==> src/rtl/program_counter_stack.sv <==
// Program counter with a hardware return-address stack for call/ret.
// Optional PC-relative jumps are enabled by defining PC_REL_EN.
module program_counter_stack #(
    parameter int WIDTH      = 8,
    parameter int DEPTH      = 4,
    parameter int STEP       = 1,
    parameter int RESET_ADDR = 0
) (
    input  logic                       clk,
    input  logic                       rst,
    input  logic                       up,
    input  logic                       jump,
    input  logic                       rel,
    input  logic                       call,
    input  logic                       ret,
    input  logic [WIDTH-1:0]           in,
    output logic [WIDTH-1:0]           PC_next,
    output logic [$clog2(DEPTH+1)-1:0] sp,
    output logic                       full,
    output logic                       empty,
    output logic                       err
);

    localparam int SP_W  = $clog2(DEPTH + 1);
    localparam int IDX_W = (DEPTH > 1) ? $clog2(DEPTH) : 1;

    localparam logic [WIDTH-1:0] STEP_W  = WIDTH'(STEP);
    localparam logic [WIDTH-1:0] RESET_W = WIDTH'(RESET_ADDR);
    localparam logic [SP_W-1:0]  DEPTH_W = SP_W'(DEPTH);

    logic [WIDTH-1:0] pc_reg,  pc_next;
    logic [SP_W-1:0]  sp_reg,  sp_next;
    logic             err_reg, err_next;
    logic             push;
    logic             full_w;
    logic             empty_w;
    logic [IDX_W-1:0] push_idx;
    logic [IDX_W-1:0] top_idx;
    logic [WIDTH-1:0] ret_addr;

    logic [WIDTH-1:0] stack_mem [DEPTH];

`ifndef PC_REL_EN
    // rel is kept on the port list so both builds instantiate identically.
    logic unused_rel;
    assign unused_rel = rel;
`endif

    assign full_w   = (sp_reg == DEPTH_W);
    assign empty_w  = (sp_reg == '0);
    assign push_idx = IDX_W'(sp_reg);
    assign top_idx  = IDX_W'(sp_reg - 1'b1);
    assign ret_addr = stack_mem[top_idx];

    // Fixed priority: jump > call > ret > up > hold (rst handled in the register).
    always_comb begin
        pc_next  = pc_reg;
        sp_next  = sp_reg;
        err_next = err_reg;
        push     = 1'b0;
        if (jump) begin
`ifdef PC_REL_EN
            if (rel) begin
                // Same-width add is equivalent to adding the sign-extended offset.
                pc_next = pc_reg + in;
            end else begin
                pc_next = in;
            end
`else
            pc_next = in;
`endif
        end else if (call) begin
            if (full_w) begin
                err_next = 1'b1;
            end else begin
                push    = 1'b1;
                sp_next = sp_reg + 1'b1;
                pc_next = in;
            end
        end else if (ret) begin
            if (empty_w) begin
                err_next = 1'b1;
            end else begin
                sp_next = sp_reg - 1'b1;
                pc_next = ret_addr;
            end
        end else if (up) begin
            pc_next = pc_reg + STEP_W;
        end
    end

    always_ff @(posedge clk) begin
        if (rst) begin
            pc_reg  <= RESET_W;
            sp_reg  <= '0;
            err_reg <= 1'b0;
        end else begin
            pc_reg  <= pc_next;
            sp_reg  <= sp_next;
            err_reg <= err_next;
        end
    end

    // Stack contents are not reset; entries above sp are don't-care.
    always_ff @(posedge clk) begin
        if (!rst && push) begin
            stack_mem[push_idx] <= pc_reg + STEP_W;
        end
    end

    assign PC_next = pc_reg;
    assign sp      = sp_reg;
    assign full    = full_w;
    assign empty   = empty_w;
    assign err     = err_reg;

endmodule
==> config.mk <==
export PLATFORM = sky130hd
export DESIGN_NAME = program_counter_stack
export DESIGN_NICKNAME = d
export VERILOG_FILES = /design/src/rtl/program_counter_stack.sv
export SDC_FILE = /design/constraint.sdc
export NUM_CORES = 1
export LEC_CHECK = 0
export ABC_AREA = 1
export BUFFER_PORTS_ARGS = -buffer_cell sky130_fd_sc_hd__buf_2
export CORE_ASPECT_RATIO = 0.5
export CORE_MARGIN = 5
export CORE_UTILIZATION = 35
export DETAILED_ROUTE_END_ITERATION = 8
export SLEW_MARGIN = 25
export SYNTH_ARGS = -nofsm -noshare
export SYNTH_HDL_FRONTEND = slang
export SYNTH_SLANG_ARGS = --single-unit
==> constraint.sdc <==
create_clock -name clk -period 2.6 [get_ports clk]
set_input_delay 0.13 -clock clk [delete_from_list [all_inputs] [get_ports clk]]
set_output_delay 0.13 -clock clk [all_outputs]
set_load 0.05 [all_outputs]
==> results.sh <==
export IMPL_slew_viol_final=0
export IMPL_whs_ns=0.0118
export IMPL_status="complete, no violations"
export IMPL_yosysTopAreaCell="edfxtp_1"
export IMPL_clk_pin_slew_ns=0.07
export IMPL_crit_arrival_ns=2.12
export IMPL_min_delay_path_class="input port to flop"
export IMPL_antenna_found_initial=0
export IMPL_die_area_um2=8410
export IMPL_startpoint_type="flop"
export IMPL_final_nets=325
export IMPL_grt_pass1_vias=1565
export IMPL_tightest_slew_ns=0.521
export IMPL_worstReg2RegEnd="PC_next[2]$_SDFFE_PP0P_"
export IMPL_p_leak_nw=1.18
export IMPL_power_density_nw_per_um2=721
export IMPL_ctsHoldBuffers=0
export IMPL_syn_num_nets=292
export IMPL_drcViolationCount=0
export IMPL_setup_viol=0
export IMPL_first_pass_iters=5
export IMPL_crit_required_ns=2.83
export IMPL_avgSynthCellArea_um2=8.50
export IMPL_largest_reg_flops=32
export IMPL_finish_utilization=0.435
export IMPL_portBuffers=27
export IMPL_cts_path_max_buffers=2
export IMPL_rsz0062_at_grt="no"
export IMPL_netlist_area_um2=2300
export IMPL_worstRegToRegCells=8
export IMPL_wl_mm=5.12
export IMPL_synthTopCellsByArea="edfxtp_1 (42%), nand2_1 (12%), dfxtp_1 (10%)"
export IMPL_drt_iter0_drc=77
export IMPL_max_cap_violations=0
export IMPL_n_fill_cell=620
export IMPL_end_kind="flop"
export IMPL_synth_seq_cells=44
export IMPL_numCtsBuffers=5
export IMPL_cts_resized=0
export IMPL_final_common_cell="nand2_1"
export IMPL_core_area_um2=6230
export IMPL_whs_path_depth=2
export IMPL_finClkSkew_ns=0.00484
export IMPL_rows=20
export IMPL_netlist_instances=271
export IMPL_postCtsSetupBuffers=0
export IMPL_finalCritPeriodShare=0.728
export IMPL_chipHeight_um=67.4
export IMPL_fin_setup_tns_ns=0
export IMPL_clockRootBuffer="clkbuf_16"
export IMPL_hp_start="rst"
export IMPL_relSlewSlack=0.652
export IMPL_syn2layout_area_growth_pct=17.6
export IMPL_grt_pass1_wl_mm=8.27
export IMPL_crit_path_max_fanout=14
export IMPL_hold_path_endpoint="sp[2]$_SDFFE_PP0P_"
export IMPL_wire_per_inst_um=13.0
export IMPL_cts_sinks=44
export IMPL_hpwl_mm=3.71
export IMPL_grt_start_max_net_pins=21
export IMPL_h_tree_depth=2
export IMPL_yosysWarnings=0
export IMPL_cp_startpoint="sp[1]$_SDFFE_PP0P_"
export IMPL_fp_dieW_um=125
export IMPL_p_total_mw=1.95
export IMPL_ant_nets=0
export IMPL_period_minus_slack_ns=1.89
export IMPL_peakVddDrop_mv=0.283
export IMPL_drive_above_1_share=0.220
export IMPL_yosysSeqAreaShare=0.521
export IMPL_yosysTopAreaCellShare=0.417
export IMPL_layout_common_cells="nand2_1 (72), nor2_1 (36), edfxtp_1 (32)"
export IMPL_grt_use_total=0.126
export IMPL_finalHoldViolations=0
export IMPL_place_area_um2=2540
export IMPL_cts_tree="yes"
export IMPL_num_vias=1777
export IMPL_gp_congestion=0.777
export IMPL_diodes=0
export IMPL_grt_overflow=0
export IMPL_r2r_setup_slack_ns=0.71
export IMPL_start_util=0.370
export IMPL_max_freq_ghz=0.528
export IMPL_ys_types=26
export IMPL_reg2reg_from="sp[1]$_SDFFE_PP0P_"
export IMPL_worstSkewPairLatency_ns=0.29
export IMPL_avgViaCountPerCell=4.52
export IMPL_io_pins=29
export IMPL_stdcell_area_um2=2710
export IMPL_path_class="flop to flop"
## synthesized netlist by cell type
| cell type | instances |
|---|---|
| a21oi_1 | 4 |
| a21oi_2 | 8 |
| buf_12 | 1 |
| buf_2 | 4 |
| buf_4 | 1 |
| clkbuf_1 | 1 |
| clkbuf_8 | 1 |
| clkinv_1 | 1 |
| dfxtp_1 | 12 |
| edfxtp_1 | 32 |
| ha_1 | 6 |
| inv_1 | 30 |
| inv_2 | 3 |
| nand2_1 | 72 |
| nand2_2 | 3 |
| nand2_4 | 1 |
| nand3_1 | 22 |
| nand4_1 | 1 |
| nor2_1 | 36 |
| nor2_2 | 9 |
| nor2_4 | 1 |
| nor3_1 | 1 |
| o211ai_1 | 2 |
| o21ai_0 | 16 |
| xnor2_1 | 2 |
| xor2_1 | 1 |
## kinds of logic (layout without fill, tap and decap cells)
| group | count (synthesis) | count (layout) | share of synthesized area |
|---|---|---|---|
| compound gates | 30 | 30 | 0.0803 |
| xor+xnor | 3 | 3 | 0.0114 |
| simple gates | 146 | 146 | 0.271 |
| flops | 44 | 44 | 0.521 |
| fa+ha+maj | 6 | 6 | 0.0326 |
| buf+inv | 42 | 76 | 0.0836 |
## power by group
group / total (mW) / switching (mW) / leakage, nW / internal, mW
clock: 0.727 / 0.271 / 0.0840 / 0.456
combinational: 0.407 / 0.294 / 0.707 / 0.113
sequential: 0.820 / 0.0247 / 0.391 / 0.795
total: 1.95 / 0.589 / 1.18 / 1.36
## layer usage
layer  part of all wire  GRT usage  vias to the layer above
met5                  0          0                        -
met4             0.0094     0.0410                        0
met3              0.058     0.0229                        8
met2               0.42      0.188                       53
met1               0.51      0.185                      781
li1                   -          -                      935
## worst max path at each step
stage	end	slack [ns]	depth (start not counted)
after floorplan	PC_next[5]$_SDFFE_PP0P_	0.008	13
after global placement	PC_next[1]$_SDFFE_PP0P_	0.75	6
after detailed placement	PC_next[1]$_SDFFE_PP0P_	0.75	6
after CTS	PC_next[1]$_SDFFE_PP0P_	0.74	6
after global routing	PC_next[2]$_SDFFE_PP0P_	0.53	8
final	PC_next[2]$_SDFFE_PP0P_	0.71	8
## layout make-up
class,count,area [µm²],share of cell area
clock buffers,5,125,0.0462
clock inverters,3,47.5,0.0175
inverters,34,128,0.0471
multi-input cells,185,911,0.336
flip-flops and latches,44,1200,0.443
well taps,88,110,0.0406
repair buffers,34,188,0.0693
## metrics by stage
| step | worst slack, ns | cells |
|---|---|---|
| finish | 0.706 | 393 |
| floorplan | 0.00779 | 271 |
| global placement | 0.754 | 385 |
| CTS | 0.740 | 393 |
| global route | 0.533 | 393 |
| detailed placement | 0.755 | 385 |
## critical path: stages, from the launching register on
cell,delay [ns]
dfxtp_1,0.37
inv_1,0.11
ha_1,0.63
inv_1,0.20
nor2_1,0.13
o21ai_0,0.08
nand3_1,0.10
nand2_1,0.10
a21oi_2,0.11
Power figures use the tool's default switching activity.
